### src/rtl/flush_sequencer_pkg.sv
// Shared types and constants for the pipeline/cache flush sequencer.
package flush_sequencer_pkg;

   typedef enum logic {
      IDLE = 1'b0,
      WAIT = 1'b1
   } flush_state_e;

   localparam int unsigned FLUSH_TGT_DCACHE = 0;
   localparam int unsigned FLUSH_TGT_ICACHE = 1;

   localparam logic [1:0] DEFAULT_FENCE_MASK  = 2'b01;
   localparam logic [1:0] DEFAULT_FENCEI_MASK = 2'b11;

endpackage

### src/rtl/flush_ack_tracker.sv
// Pending/queued flush-target bookkeeping, ack clearing and optional watchdog.
// The watchdog is built only when FLUSH_TIMEOUT_EN is defined.
module flush_ack_tracker
   import flush_sequencer_pkg::*;
#(
   parameter int unsigned NrFlushTgt = 2,
   parameter int unsigned AckTimeout = 1024
) (
   input  logic                  clk_i,
   input  logic                  rst_ni,
   input  logic                  wait_st,
   input  logic [NrFlushTgt-1:0] req_mask,
   input  logic [NrFlushTgt-1:0] ack,
   output logic [NrFlushTgt-1:0] pending,
   output logic                  done_c,
   output logic                  timeout_c
);

   logic [NrFlushTgt-1:0] pending_q;
   logic [NrFlushTgt-1:0] queued_q;
   logic [NrFlushTgt-1:0] pend_left;
   logic [NrFlushTgt-1:0] queue_all;
   logic                  timeout;

   assign pend_left = pending_q & ~ack;
   assign queue_all = queued_q | req_mask;

`ifdef FLUSH_TIMEOUT_EN
   localparam int unsigned CntW = $clog2(AckTimeout);

   logic [CntW-1:0] cnt_q;

   // Cycles since WAIT entry or the last accepted ack.
   always_ff @(posedge clk_i or negedge rst_ni) begin
      if (!rst_ni) begin
         cnt_q <= '0;
      end else if (!wait_st || (|(ack & pending_q))) begin
         cnt_q <= '0;
      end else begin
         cnt_q <= cnt_q + CntW'(1);
      end
   end

   assign timeout = wait_st && (cnt_q == CntW'(AckTimeout - 1));
`else
   assign timeout = 1'b0;
`endif

   assign timeout_c = timeout;
   assign done_c    = wait_st && (timeout || ((pend_left == '0) && (queue_all == '0)));
   assign pending   = pending_q;

   // A queued fence is promoted the cycle the last pending bit retires.
   always_ff @(posedge clk_i or negedge rst_ni) begin
      if (!rst_ni) begin
         pending_q <= '0;
         queued_q  <= '0;
      end else if (!wait_st) begin
         pending_q <= req_mask;
         queued_q  <= '0;
      end else if (timeout) begin
         pending_q <= '0;
         queued_q  <= '0;
      end else if (pend_left == '0) begin
         pending_q <= queue_all;
         queued_q  <= '0;
      end else begin
         pending_q <= pend_left;
         queued_q  <= queue_all;
      end
   end

endmodule

### src/rtl/flush_sequencer.sv
// Pipeline flush strobe decode plus per-target cache/buffer flush sequencer.
// Optional ack watchdog: define FLUSH_TIMEOUT_EN.
module flush_sequencer
   import flush_sequencer_pkg::*;
#(
   parameter int unsigned          NrFlushTgt = 2,
   parameter logic [NrFlushTgt-1:0] FenceMask  = NrFlushTgt'(DEFAULT_FENCE_MASK),
   parameter logic [NrFlushTgt-1:0] FenceIMask = NrFlushTgt'(DEFAULT_FENCEI_MASK),
   parameter int unsigned          AckTimeout = 1024,
   parameter bit                   RVH        = 1'b1
) (
   input  logic                  clk_i,
   input  logic                  rst_ni,
   input  logic                  v_i,
   input  logic                  mispredict_i,
   input  logic                  fence_i,
   input  logic                  fence_i_i,
   input  logic                  sfence_vma_i,
   input  logic                  hfence_vvma_i,
   input  logic                  hfence_gvma_i,
   input  logic                  flush_csr_i,
   input  logic                  flush_commit_i,
   input  logic                  ex_valid_i,
   input  logic                  eret_i,
   input  logic                  set_debug_pc_i,
   input  logic                  halt_csr_i,
   output logic                  set_pc_commit_o,
   output logic                  flush_if_o,
   output logic                  flush_unissued_instr_o,
   output logic                  flush_id_o,
   output logic                  flush_ex_o,
   output logic                  flush_bp_o,
   output logic                  flush_icache_o,
   output logic                  flush_tlb_o,
   output logic                  flush_tlb_vvma_o,
   output logic                  flush_tlb_gvma_o,
   output logic [NrFlushTgt-1:0] flush_req_o,
   input  logic [NrFlushTgt-1:0] flush_ack_i,
   output logic                  halt_o,
   output logic                  busy_o,
   output logic                  flush_timeout_o
);

   flush_state_e          state_q, state_d;
   logic [NrFlushTgt-1:0] req_mask;
   logic                  wait_st;
   logic                  done;
   logic                  any_fence;
   logic                  exc;

   assign any_fence = fence_i | fence_i_i | sfence_vma_i | hfence_vvma_i | hfence_gvma_i
                    | flush_csr_i | flush_commit_i;
   assign exc       = ex_valid_i | eret_i | set_debug_pc_i;

   // Exceptions redirect via their own PC, so they suppress set_pc_commit.
   always_comb begin
      set_pc_commit_o        = 1'b0;
      flush_if_o             = 1'b0;
      flush_unissued_instr_o = 1'b0;
      flush_id_o             = 1'b0;
      flush_ex_o             = 1'b0;
      flush_bp_o             = 1'b0;
      flush_icache_o         = fence_i_i;
      flush_tlb_o            = sfence_vma_i & ~(RVH & v_i);
      flush_tlb_vvma_o       = RVH & ((sfence_vma_i & v_i) | hfence_vvma_i);
      flush_tlb_gvma_o       = RVH & hfence_gvma_i;
      if (mispredict_i) begin
         flush_if_o             = 1'b1;
         flush_unissued_instr_o = 1'b1;
      end
      if (any_fence) begin
         set_pc_commit_o        = 1'b1;
         flush_if_o             = 1'b1;
         flush_unissued_instr_o = 1'b1;
         flush_id_o             = 1'b1;
         flush_ex_o             = 1'b1;
      end
      if (exc) begin
         set_pc_commit_o        = 1'b0;
         flush_if_o             = 1'b1;
         flush_unissued_instr_o = 1'b1;
         flush_id_o             = 1'b1;
         flush_ex_o             = 1'b1;
         flush_bp_o             = 1'b1;
      end
   end

   assign req_mask = (fence_i ? FenceMask : '0) | (fence_i_i ? FenceIMask : '0);

   always_ff @(posedge clk_i or negedge rst_ni) begin
      if (!rst_ni) begin
         state_q <= IDLE;
      end else begin
         state_q <= state_d;
      end
   end

   always_comb begin
      state_d = state_q;
      case (state_q)
         IDLE:    if (req_mask != '0) state_d = WAIT;
         WAIT:    if (done) state_d = IDLE;
         default: state_d = IDLE;
      endcase
   end

   assign wait_st = (state_q == WAIT);
   assign busy_o  = wait_st;
   assign halt_o  = halt_csr_i | wait_st;

   flush_ack_tracker #(
      .NrFlushTgt (NrFlushTgt),
      .AckTimeout (AckTimeout)
   ) u_tracker (
      .clk_i     (clk_i),
      .rst_ni    (rst_ni),
      .wait_st   (wait_st),
      .req_mask  (req_mask),
      .ack       (flush_ack_i),
      .pending   (flush_req_o),
      .done_c    (done),
      .timeout_c (flush_timeout_o)
   );

endmodule
### config.mk
export PLATFORM = sky130hd
export DESIGN_NAME = flush_sequencer
export DESIGN_NICKNAME = d
export VERILOG_FILES = /design/src/rtl/flush_sequencer_pkg.sv /design/src/rtl/flush_ack_tracker.sv /design/src/rtl/flush_sequencer.sv
export SDC_FILE = /design/constraint.sdc
export NUM_CORES = 1
export LEC_CHECK = 0
export ABC_AREA = 1
export BUFFER_PORTS_ARGS = -buffer_cell sky130_fd_sc_hd__buf_4
export CORE_AREA = 2 2 39 41
export DETAILED_ROUTE_END_ITERATION = 10
export DIE_AREA = 0 0 41 43
export SLEW_MARGIN = 20
export SYNTH_ARGS = -nofsm -noshare
export SYNTH_HDL_FRONTEND = slang
export SYNTH_SLANG_ARGS = --single-unit
### constraint.sdc
create_clock -name clk_i -period 1.2 [get_ports clk_i]
set_input_delay 0.12 -clock clk_i [delete_from_list [all_inputs] [get_ports clk_i]]
set_output_delay 0.12 -clock clk_i [all_outputs]
set_load 0.01 [all_outputs]
# Word level (Yosys, flattened, before mapping)
# Cells that the tools add are included.
dict set report totals {
  register_bits 5
  input_bits 17
  out_inout_bits 15
  word_cells 42
}
dict set report classes {
  mux 16
  bitwise_logic 18
  reduce_logical 5
}
# op count
set op_table {}
lappend op_table {{two-way mux 1 bit} 10}
lappend op_table {{two-way mux 2 bit} 5}
lappend op_table {{OR 1 bit} 10}
lappend op_table {{zero test 2 bit} 2}
lappend op_table {{bitwise AND 1 bit} 2}
lappend op_table {{bitwise AND 2 bit} 1}
lappend op_table {{logical AND 1 bit} 2}
lappend op_table {{inverter 1 bit} 2}
lappend op_table {{inverter 2 bit} 1}
lappend op_table {{OR 1 x 2 -> 2 bit} 1}
lappend op_table {{OR 2 bit} 1}
lappend op_table {{case mux 1 bit (2 select lines)} 1}
lappend op_table {{nonzero test 2 bit} 1}

# Logic depth before layout (Yosys ltp)
dict set report depth {
  ltp_word 8
  ltp_mapped 5
  mapped_depth_nobuf 5
}

# Modules after synthesis
# Synthesis repeated with hierarchy kept, for this count alone.
dict set report unflattened {
  cells_unflattened 56
  hier_area_um2 366.6
}
# module instances cells_each area_per_inst_um2 seq_area_each_um2
set modules_own_cells {}
lappend modules_own_cells {flush_ack_tracker 1 30 212.7 100.1}
lappend modules_own_cells {flush_sequencer 1 26 153.9 25.0}

# Worst setup path before layout
# No wires, ideal clock.
dict set report synth_path {
  kind {register to output}
  startpoint {register state_q (netlist: busy_o)}
  endpoint {output halt_o}
  arrival_ns 0.790
  slack_ns 0.290
  stages_incl_launch_ff 2
  path_cell_list {dfrtp_1 > or2_2}
}
dict set report synth_between {
  elab_chain_len 1
}
# element line
set synth_rtl {}
lappend synth_rtl {{start, declared} flush_sequencer.sv:44} ;# flush_state_e state_q, state_d;
lappend synth_rtl {{start signal, assigned} flush_sequencer.sv:94} ;# state_q <= state_d;
lappend synth_rtl {{OR 1 bit} flush_sequencer.sv:109} ;# assign halt_o = halt_csr_i | wait_st;
lappend synth_rtl {{end, declared} flush_sequencer.sv:39} ;# output logic halt_o,
# Every way passes these cells.

# Final worst setup path
# Same ends and word-level chain as after synthesis.

==> impl_results.md <==
* Syn_area_per_cell at 6.48 sq um
* Pins Over Slew Limit at 0
* Met3 usage at 0.0366
* Total die area at 0.00176 sq mm
* IO Count at 32
* Clock network power share at 0.221
* Post-Syn Nets at 73
* Synth cell types at 13
* Critical Path Sink: halt_o
* Initial antenna violation count at 0
* # rows at 14
* Ys Warns at 0
* Clock root buffer: clkbuf_4
* Pin count of the biggest net entering global routing at 8
* Leakage power at 0.353 nW
* Comb pwr share at 0.452
* ANT cells at 0
* Vias in the first global route at between 300 and 400
* Worst-path maximum fanout at 2
* FF-to-FF Start: busy_o
* Worst path arrival time at about 990 ps
* Synth-to-Final Area Change at 71.4%
* VDD IR max at 693 uV
* Hold Vio Cnt, Final at 0
* Met2 GRT Util at 0.163
* Worst hold path type: input port to flop
* GRT Total Usage at 0.108
* WHS at 180 ps
* WL per Instance at approximately 8 um
* CTS H-tree lvls at 1
* Critical R2R Capture: busy_o
* CP required at 1080 ps
* Cell Int Power at approximately 0.00056 W
* Crit start category: flop
* DRT Wirelength at 830 um
* Run status: completed
* Fill cell count at 144
* Final Core Density at 0.449
* Synthesized area at 363 sq um
* Post-route ant nets at 0
* First-pass GRT wire length at 1210 um
* Clock latency on the worst-skew pair at 240 ps
* GR Util met1 at 0.109
* Seq pwr share at 0.327
* Reg2Reg Depth at 5
* Clock Tree Buf Depth at 2
* Net Sw Frac at 0.335
* Power per cell area at 1360 mW/mm^2
* Crit. Startpoint: busy_o
* Vias per cell at 4.05
* Commonest non-fill, non-tap cell in the layout: buf_4
* F_max at 905 MHz
* Min Tclk post-route at approximately 1100 ps
* Via count at roughly 420
* CTS tree: done
* Clk sinks at 5
* Total CTS buffers at 3
* Max_cap viols at 0
* First-pass iteration count of the detailed router at 2
* Most frequent cells in the layout: 30 x buf_4, 12 x nand2_1, 11 x inv_1
* DP HPWL at roughly 730 um
* Final setup viols at 0
* Gpl congestion at 0.801
* Post-synthesis register bit count at 5
* Psw at around 0.00028 W
* Die X at 41 um
* Drt first-iter violations at 1
* Fin crit share at 0.921
* Die height at about 43 um
* Core ar. at 0.00138 sq mm
* DR DRC count at 0
* Cell count after synthesis at 56
* Worst Skew at slightly above 0.7 ps
* Initial Util at 0.262
* Crit Path Class: flop to output port
* Seq/Total Area, Yosys at 0.345
* Layout cell share with drive strength beyond 1 at 0.448
* Clock-pin slew on the worst setup and hold paths at 40 ps
* RSZ-0062 raised after global routing: no
* GRT Max-Usage Layer: met2
* Grt ovf at 0
* IO Port Bufs at 30
* Post-layout nets at 105
* CP Capture Type: output port
* Setup TNS at 0 ps
* FF-to-FF setup slack at 200 ps
-- synthesized netlist by cell type --
cell	instances	area, sq um
nor2_2	2	12.5
conb_1	1	3.75
a21boi_0	1	7.51
or2_2	1	6.26
buf_4	5	37.5
and2_1	1	6.26
a21oi_1	2	10.0
nor2_1	10	37.5
nand3_1	4	20.0
nor3_2	1	10.0
inv_1	11	41.3
nand2_1	12	45.0
dfrtp_1	5	125
-- power groups by stage --
stage | combinational [W] | sequential [W] | clock [W]
after floorplan | 0.000174 | 0.000304 | 0
after detailed placement | 0.000354 | 0.000288 | 0
after global routing | 0.000428 | 0.000284 | 0.000225
after global placement | 0.000354 | 0.000288 | 0
final | 0.000381 | 0.000275 | 0.000186
after CTS | 0.000382 | 0.000275 | 0.000196
-- worst max-delay path, stage by stage (launching register included) --
cell and delay (ps):
dfrtp_2 390, or2_4 240, buf_6 120
-- flip-flops by register name, indices dropped and copies added (netlist names) --
name and cells:
u_tracker.pending 2, u_tracker.queued_q 2, busy_o 1
-- worst min-delay path by stage --
stage                         start              endpoint  slack, ps  depth (start not counted)
after CTS                 fence_i_i  u_tracker.pending[1]        180                          3
after floorplan              rst_ni                busy_o       -180                          0
final                     fence_i_i  u_tracker.pending[1]        180                          3
after global routing      fence_i_i  u_tracker.pending[1]        180                          3
after detailed placement     rst_ni                busy_o        -80                          1
after global placement       rst_ni  u_tracker.pending[0]        -80                          1
-- routing by layer --
metal  share of wire  up-vias
li1                -      219
met1            0.36      174
met2            0.47       22
met3            0.14        2
met4           0.023        0
met5               0        -
-- per-stage QoR --
stage | setup WS (ps) | instance area [sq um] | instances | total power [W]
2_1_floorplan | 290 | 363 | 56 | 0.000478
3_3_place_gp | 181 | 571 | 97 | 0.000642
3_5_place_dp | 181 | 571 | 97 | 0.000642
4_1_cts | 20.7 | 616 | 103 | 0.000854
5_1_grt | 37.4 | 622 | 103 | 0.000937
6_report | 94.8 | 622 | 103 | 0.000843
-- logic make-up (layout without fill, tap and decap cells) --
kind of cell    after synthesis  after routing  synth area share
compound gates                3              3            0.0483
buf+inv                      16             47             0.217
flops                         5              5             0.345
other cells                   1              1            0.0103
simple gates                 31             31             0.379
-- layout make-up --
| type | instances | area [sq um] | share of cell area |
|---|---|---|---|
| inverter | 11 | 41.3 | 0.0664 |
| timing repair buffer | 32 | 246 | 0.396 |
| sequential | 5 | 126 | 0.203 |
| tap | 16 | 20.0 | 0.0322 |
| multi-input combinational | 35 | 161 | 0.260 |
| clock buffer | 4 | 26.3 | 0.0423 |
-- repair_timing --
| item | in CTS | in global routing |
|---|---|---|
| endpoints found under the setup margin | 1 | 1 |
| hold endpoints to repair | 5 | 0 |
| hold buffers | 1 | 0 |
| setup buffers | 1 | 0 |
| resized for setup | 1 | 2 |
Note: power is estimated with default switching activity, not from simulation.
